## src/rtl/ace_pkg.sv

```systemverilog
// ACE snoop types shared by the coherency control unit: channel codes,
// CRRESP bit positions and the snoop controller state encoding.
package ace_pkg;

   typedef logic [3:0] acsnoop_t;
   typedef logic [4:0] crresp_t;

   localparam acsnoop_t SnpReadShared = 4'b0001;

   localparam int unsigned CrRespDataTransfer = 0;
   localparam int unsigned CrRespError        = 1;
   localparam int unsigned CrRespPassDirty    = 2;
   localparam int unsigned CrRespIsShared     = 3;
   localparam int unsigned CrRespWasUnique    = 4;

   typedef enum logic [1:0] {
      StIdle  = 2'd0,
      StSnoop = 2'd1,
      StResp  = 2'd2
   } snoopState_e;

endpackage

```

## src/rtl/ccu_snoop_rr_arb.sv

```systemverilog
// Round-robin arbiter: searches from the pointer upward and, on advance,
// moves the pointer to one past the granted index.
module ccu_snoop_rr_arb #(
   parameter  int unsigned NoPorts  = 4,
   localparam int unsigned IdxWidth = (NoPorts > 1) ? $clog2(NoPorts) : 1
) (
   input  logic                clk_i,
   input  logic                rst_ni,
   input  logic [NoPorts-1:0]  req_i,
   input  logic                advance_i,
   output logic [IdxWidth-1:0] grantIdx_o,
   output logic [NoPorts-1:0]  grantOneHot_o
);

   logic [IdxWidth-1:0] ptr;
   logic                found;
   int unsigned         cand;

   always_comb begin
      found      = 1'b0;
      grantIdx_o = '0;
      cand       = 0;
      for (int unsigned k = 0; k < NoPorts; k++) begin
         cand = 32'(ptr) + k;
         if (cand >= NoPorts) cand = cand - NoPorts;
         if (!found && req_i[IdxWidth'(cand)]) begin
            found      = 1'b1;
            grantIdx_o = IdxWidth'(cand);
         end
      end
      grantOneHot_o = found ? (NoPorts'(1) << grantIdx_o) : '0;
   end

   always_ff @(posedge clk_i or negedge rst_ni) begin
      if (!rst_ni) begin
         ptr <= '0;
      end else if (advance_i) begin
         ptr <= (grantIdx_o == IdxWidth'(NoPorts - 1)) ? '0 : grantIdx_o + 1'b1;
      end
   end

endmodule

```

## src/rtl/ccu_snoop_ctrl.sv

```systemverilog
// Snoop controller: grants one requester, broadcasts the snoop to all other
// ports, ORs their CR responses and returns the aggregate to the initiator.
module ccu_snoop_ctrl
   import ace_pkg::*;
#(
   parameter int unsigned NoPorts   = 4,
   parameter int unsigned AddrWidth = 64
) (
   input  logic                         clk_i,
   input  logic                         rst_ni,
   input  logic [NoPorts-1:0]           req_valid_i,
   output logic [NoPorts-1:0]           req_ready_o,
   input  logic [NoPorts*AddrWidth-1:0] req_addr_i,
   input  logic [NoPorts*4-1:0]         req_snoop_i,
   output logic [NoPorts-1:0]           resp_valid_o,
   input  logic [NoPorts-1:0]           resp_ready_i,
   output logic [4:0]                   resp_crresp_o,
   output logic [NoPorts-1:0]           ac_valid_o,
   input  logic [NoPorts-1:0]           ac_ready_i,
   output logic [AddrWidth-1:0]         ac_addr_o,
   output logic [3:0]                   ac_snoop_o,
   output logic [2:0]                   ac_prot_o,
   input  logic [NoPorts-1:0]           cr_valid_i,
   output logic [NoPorts-1:0]           cr_ready_o,
   input  logic [NoPorts*5-1:0]         cr_resp_i
);

   localparam int unsigned IdxWidth = (NoPorts > 1) ? $clog2(NoPorts) : 1;

   snoopState_e         state;
   logic [IdxWidth-1:0] grantIdx;
   logic [NoPorts-1:0]  grantOneHot;
   logic [IdxWidth-1:0] initIdx;
   logic [NoPorts-1:0]  initMask;
   logic [NoPorts-1:0]  targetMask;
   logic [NoPorts-1:0]  acDone;
   logic [NoPorts-1:0]  crDone;
   logic [NoPorts-1:0]  acFire;
   logic [NoPorts-1:0]  crFire;
   crresp_t             respAcc;
   crresp_t             crMerge;
   logic                reqFire;
   logic                respFire;

   ccu_snoop_rr_arb #(
      .NoPorts (NoPorts)
   ) uArb (
      .clk_i         (clk_i),
      .rst_ni        (rst_ni),
      .req_i         (req_valid_i),
      .advance_i     (reqFire),
      .grantIdx_o    (grantIdx),
      .grantOneHot_o (grantOneHot)
   );

   // req_ready is gated by reset too, since IDLE is also the reset state
   always_comb begin
      initMask      = NoPorts'(1) << initIdx;
      targetMask    = ~initMask;
      req_ready_o   = (rst_ni && state == StIdle) ? grantOneHot : '0;
      reqFire       = |(req_valid_i & req_ready_o);
      ac_valid_o    = (state == StSnoop) ? (targetMask & ~acDone) : '0;
      cr_ready_o    = (state == StSnoop) ? (acDone & ~crDone) : '0;
      acFire        = ac_valid_o & ac_ready_i;
      crFire        = cr_ready_o & cr_valid_i;
      resp_valid_o  = (state == StResp) ? initMask : '0;
      resp_crresp_o = (state == StResp) ? respAcc : '0;
      respFire      = |(resp_valid_o & resp_ready_i);
      ac_prot_o     = 3'b000;
      crMerge       = '0;
      for (int unsigned j = 0; j < NoPorts; j++) begin
         if (crFire[j]) crMerge = crMerge | cr_resp_i[j*5 +: 5];
      end
   end

   always_ff @(posedge clk_i or negedge rst_ni) begin
      if (!rst_ni) begin
         state      <= StIdle;
         initIdx    <= '0;
         acDone     <= '0;
         crDone     <= '0;
         respAcc    <= '0;
         ac_addr_o  <= '0;
         ac_snoop_o <= '0;
      end else begin
         case (state)
            StIdle: begin
               if (reqFire) begin
                  initIdx    <= grantIdx;
                  ac_addr_o  <= req_addr_i[32'(grantIdx)*AddrWidth +: AddrWidth];
                  ac_snoop_o <= req_snoop_i[32'(grantIdx)*4 +: 4];
                  acDone     <= '0;
                  crDone     <= '0;
                  respAcc    <= '0;
                  state      <= StSnoop;
               end
            end
            StSnoop: begin
               acDone  <= acDone | acFire;
               crDone  <= crDone | crFire;
               respAcc <= respAcc | crMerge;
               // an empty target set completes immediately
               if ((crDone | crFire) == targetMask) state <= StResp;
            end
            StResp: begin
               if (respFire) state <= StIdle;
            end
            default: state <= StIdle;
         endcase
      end
   end

endmodule

```

## config.mk

```make
export PLATFORM = sky130hd
export DESIGN_NAME = ccu_snoop_ctrl
export DESIGN_NICKNAME = d
export VERILOG_FILES = /design/src/rtl/ace_pkg.sv /design/src/rtl/ccu_snoop_rr_arb.sv /design/src/rtl/ccu_snoop_ctrl.sv
export SDC_FILE = /design/constraint.sdc
export NUM_CORES = 1
export LEC_CHECK = 0
export ABC_CLOCK_PERIOD_IN_PS = 3570
export BUFFER_PORTS_ARGS = -buffer_cell sky130_fd_sc_hd__buf_2
export CORE_AREA = 2 2 155 157
export CTS_BUF_LIST = sky130_fd_sc_hd__clkbuf_8
export DETAILED_ROUTE_END_ITERATION = 8
export DIE_AREA = 0 0 157 159
export GPL_TIMING_DRIVEN = 0
export HOLD_SLACK_MARGIN = 0.02
export SLEW_MARGIN = 0
export SYNTH_ARGS = -nofsm -noshare
export SYNTH_HDL_FRONTEND = slang
export SYNTH_SLANG_ARGS = --single-unit
```

## constraint.sdc

```tcl
create_clock -name clk_i -period 3.57 [get_ports clk_i]
set_input_delay 0.1785 -clock clk_i [delete_from_list [all_inputs] [get_ports clk_i]]
set_output_delay 0.1785 -clock clk_i [all_outputs]
set_load 0.02 [all_outputs]
```

==> insert_results.sql <==
INSERT INTO impl_metrics (metric_group, metric, value, unit) VALUES
('routing', 'via_count', '7123', ''),
('critical_path', 'setup.worst_path.start_class', 'register', ''),
('sta', 'slew_viol_final', '0', ''),
('critical_path', 'critPathMaxFanout', '10', ''),
('clocking', 'htreeDepth', '3', ''),
('die', 'die_width', '157', 'um'),
('logic_synthesis', 'ys_top_cells_by_area', 'sky130_fd_sc_hd__dfrtp_1 (37%), sky130_fd_sc_hd__nand2_1 (10%), sky130_fd_sc_hd__a311oi_1 (10%)', ''),
('clocking', 'root_buffer', 'sky130_fd_sc_hd__clkbuf_8', ''),
('routing', 'postRouteAntennaNets', '0', ''),
('placement', 'place.gp.congestion', '0.846', ''),
('pwr', 'leakage', '4.64', 'nW'),
('final_layout', 'area_growth_syn_to_layout', '45.0', '%'),
('final_layout', 'fin_cells', '1430', ''),
('worst_hold_path', 'hold_path_class', 'primary input to register', ''),
('clocking', 'clock-sinks', '87', ''),
('logic_synthesis', 'synth_edf_count', '0', ''),
('clocking', 'cts_setup_buffers', '0', ''),
('placement', 'dp_worst_setup_slack', '-0.139', 'ns'),
('die', 'starting_density_of_the_core', '0.251', ''),
('placement', 'port-buffer-count', '398', ''),
('placement', 'hpwl', '21.9', 'mm'),
('logic_synthesis', 'synthesis.area_per_instance', '8.42', 'um2'),
('critical_path', 'r2r_cells', '13', ''),
('die', 'dieArea', '25000', 'um2'),
('routing', 'wirelength', '27.8', 'mm'),
('routing', 'drtPass1Iterations', '7', ''),
('status', 'run_status', 'finished, final reports clean', ''),
('grt', 'largest_net_degree_at_the_start_of_global_routing', '49', ''),
('logic_synthesis', 'flops_latches_synth', '87', ''),
('die', 'die-height', '159', 'um'),
('critical_path', 'worstSetupEndpointType', 'register', ''),
('routing', 'drt-wirelength-per-cell', '19.4', 'um'),
('routing', 'vias_per_inst', '4.98', ''),
('final_layout', 'nets', '1415', ''),
('pwr', 'worst_ir_drop_vdd', '214', 'uV'),
('sta', 'setup_violations', '0', ''),
('grt', 'globalRouteTotalUtil', '0.217', ''),
('logic_synthesis', 'largest_area_contributor_in_the_netlist', 'sky130_fd_sc_hd__dfrtp_1', ''),
('logic_synthesis', 'yosysTopAreaCellShare', '0.374', ''),
('logic_synthesis', 'synth_top_cells_by_count', 'sky130_fd_sc_hd__nand2_1 (162), sky130_fd_sc_hd__dfrtp_1 (87), sky130_fd_sc_hd__a21o_1 (72)', ''),
('logic_synthesis', 'synth.distinct_cells', '40', ''),
('sta', 'fin_ws', '0.440', 'ns'),
('sta', 'min_period_over_period', '0.877', ''),
('critical_path', 'worst-endpoint-required', '3.87', 'ns'),
('sta', 'relSlewSlack', '0.350', ''),
('sta', 'hold_viol_final', '0', ''),
('sta', 'min_period', '3.13', 'ns'),
('logic_synthesis', 'yosysWarnings', '0', ''),
('worst_hold_path', 'hold_depth', '2', ''),
('grt', 'antenna_found_initial', '2', ''),
('logic_synthesis', 'netlist_area', '5830', 'um2'),
('clocking', 'clkSlewWorstSetupHoldPaths', '0.10', 'ns'),
('clocking', 'cts_tree', 'built', ''),
('flow_run', 'max_cap_violations', '0', ''),
('final_layout', 'post_route_cells_drive_above_1_share', '0.408', ''),
('clocking', 'maximum_root_to_sink_buffer_count', '2', ''),
('sta', 'grt_setup_unrepaired', 'false', ''),
('logic_synthesis', 'post-synth-top-count-cell', 'sky130_fd_sc_hd__nand2_1', ''),
('final_layout', 'fillCellCount', '2464', ''),
('die', 'core_region_area', '23200', 'um2'),
('grt', 'first_global_vias', '7352', ''),
('grt', 'global_route_wire_length_before_repair', '41.2', 'mm'),
('die', 'row_count', '56', ''),
('logic_synthesis', 'async_flop_share', '1.00', ''),
('sta', 'skew_final', '0.0169', 'ns'),
('sta', 'tightest_slew', '0.971', 'ns'),
('critical_path', 'timing_worst_setup_path_type', 'register to register', ''),
('pwr', 'totalPowerFinal', '6.38', 'mW'),
('placement', 'placed_cells', '1412', ''),
('critical_path', 'arrival', '3.43', 'ns'),
('routing', 'first_iter_violations', '457', ''),
('grt', 'grt_overflow_total', '0', ''),
('die', 'i_o_pin_cnt', '402', ''),
('clocking', 'number_of_buffers_created_by_cts', '9', ''),
('logic_synthesis', 'synth.yosys.seq_area_share', '0.374', ''),
('clocking', 'clock_insertion_delay_worst_skew', '0.37', 'ns'),
('logic_synthesis', 'netlist_instances', '692', ''),
('logic_synthesis', 'ys.flop_type', 'sky130_fd_sc_hd__dfrtp_1', ''),
('pwr', 'powerDensity', '756', 'nW/um2'),
('routing', 'drcViolationCount', '0', ''),
('sta', 'achievable-frequency', '0.320', 'GHz');
worst max-delay path, stage by stage, from the launching register on:
cell                       delay, ns
sky130_fd_sc_hd__dfrtp_1        0.38
sky130_fd_sc_hd__buf_6          0.14
sky130_fd_sc_hd__nand2b_4       0.15
sky130_fd_sc_hd__a32oi_4        0.43
sky130_fd_sc_hd__nand2_2        0.14
sky130_fd_sc_hd__inv_2          0.17
sky130_fd_sc_hd__buf_2          0.29
sky130_fd_sc_hd__ha_1           0.23
sky130_fd_sc_hd__nand2_1        0.08
sky130_fd_sc_hd__a31o_2         0.27
sky130_fd_sc_hd__buf_6          0.16
sky130_fd_sc_hd__buf_6          0.15
sky130_fd_sc_hd__a311oi_1       0.37
sky130_fd_sc_hd__a21o_1         0.13
state kept, by name (all words and copies together), names as in the netlist:
name	cells
uArb.ptr	2
state	2
respAcc	5
ac_snoop_o	4
crDone	4
initIdx	2
acDone	4
ac_addr_o	64
report_power, final:
part	total, mW	internal, mW	switching (mW)
sequential	1.75	1.46	0.287
combinational	3.98	1.46	2.52
clock	0.654	0.269	0.386
total	6.38	3.19	3.20
placed cells by master, fill, tap and decap left out, types with 2 or more instances in the layout:
cell                         count
sky130_fd_sc_hd__buf_4          11
sky130_fd_sc_hd__nor2_1         22
sky130_fd_sc_hd__a32o_1          3
sky130_fd_sc_hd__nand2_1       162
sky130_fd_sc_hd__clkinvlp_4      3
sky130_fd_sc_hd__a31oi_1         9
sky130_fd_sc_hd__a211oi_1       69
sky130_fd_sc_hd__clkbuf_8       10
sky130_fd_sc_hd__and2_1         11
sky130_fd_sc_hd__buf_6           6
sky130_fd_sc_hd__o22ai_1         2
sky130_fd_sc_hd__nor2b_1         3
sky130_fd_sc_hd__a31o_2          2
sky130_fd_sc_hd__dfrtp_1        87
sky130_fd_sc_hd__o21ai_0         3
sky130_fd_sc_hd__clkbuf_2        3
sky130_fd_sc_hd__a22oi_1         5
sky130_fd_sc_hd__inv_1           4
sky130_fd_sc_hd__and3_1         68
sky130_fd_sc_hd__nand2b_1        7
sky130_fd_sc_hd__diode_2         2
sky130_fd_sc_hd__clkbuf_1       41
sky130_fd_sc_hd__nor3_1          2
sky130_fd_sc_hd__buf_2         408
sky130_fd_sc_hd__conb_1          3
sky130_fd_sc_hd__a311oi_1       68
sky130_fd_sc_hd__a21o_1         72
sky130_fd_sc_hd__a21oi_1         7
what timing repair did:
item,in CTS,in global routing
endpoints found under the hold margin,40,0
setup endpoints to repair,42,21
gates resized for setup,0,3
hold buffers,1,0
per-stage QoR:
stage | instance area, um2 | hold WS (ns) | TNS [ns] | util
final | 8440 | 0.0457 | 0 | 0.364
after detailed placement | 8250 | 0.210 | -0.829 | 0.356
after CTS | 8440 | 0.0218 | 0 | 0.364
after global placement | 8220 | 0.420 | -0.570 | 0.355
after global routing | 8440 | 0.0314 | 0 | 0.364
after floorplan | 5830 | -0.117 | 0 | -
layout make-up:
| type | count | area, um2 | share of cell area |
|---|---|---|---|
| timing repair buffer | 400 | 2030 | 0.241 |
| clock buffer | 10 | 138 | 0.0163 |
| buffer | 72 | 370 | 0.0439 |
| inverter | 3 | 11.3 | 0.00133 |
| antenna | 2 | 5.00 | 0.000593 |
| sequential | 87 | 2180 | 0.258 |
| tap | 319 | 399 | 0.0473 |
| clock inverter | 6 | 38.8 | 0.00459 |
| multi-input combinational | 531 | 3270 | 0.388 |
per-layer routing:
layer / global-route usage / wire (um) / up-vias
li1: - / - / 3410
met1: 0.255 / 11300 / 3324
met2: 0.378 / 13500 / 343
met3: 0.0593 / 2310 / 46
met4: 0.0717 / 696 / 0
met5: 0 / 0 / -
path summary, 6_finish.rpt:
path	startpoint	endpoint	slack, ns
worst max register to register	uArb.ptr[1]$_DFFE_PN0P_	ac_addr_o[3]$_DFFE_PN0P_	0.44
worst max-delay path	uArb.ptr[1]$_DFFE_PN0P_	ac_addr_o[3]$_DFFE_PN0P_	0.44
min in group asynchronous	rst_ni	ac_addr_o[43]$_DFFE_PN0P_	0.33
worst min-delay path	ac_ready_i[0]	acDone[0]$_DFFE_PN0P_	0.05
worst min register to register	ac_addr_o[22]$_DFFE_PN0P_	ac_addr_o[22]$_DFFE_PN0P_	0.48
max in group asynchronous	rst_ni	ac_addr_o[13]$_DFFE_PN0P_	2.57
cell families (layout without fill, tap and decap cells):
| logic type | count (synthesis) | in the layout | synth area share |
|---|---|---|---|
| AND/OR/NAND/NOR | 283 | 283 | 0.227 |
| AO/OA/AOI/OAI | 243 | 243 | 0.327 |
| flip-flops | 87 | 87 | 0.374 |
| buffers and inverters | 76 | 491 | 0.0659 |
| adder cells (fa/ha/maj) | 1 | 1 | 0.00215 |
| other | 1 | 5 | 0.000644 |
| multiplexers | 1 | 1 | 0.00387 |
No activity file was read; power rests on OpenSTA's default activity.
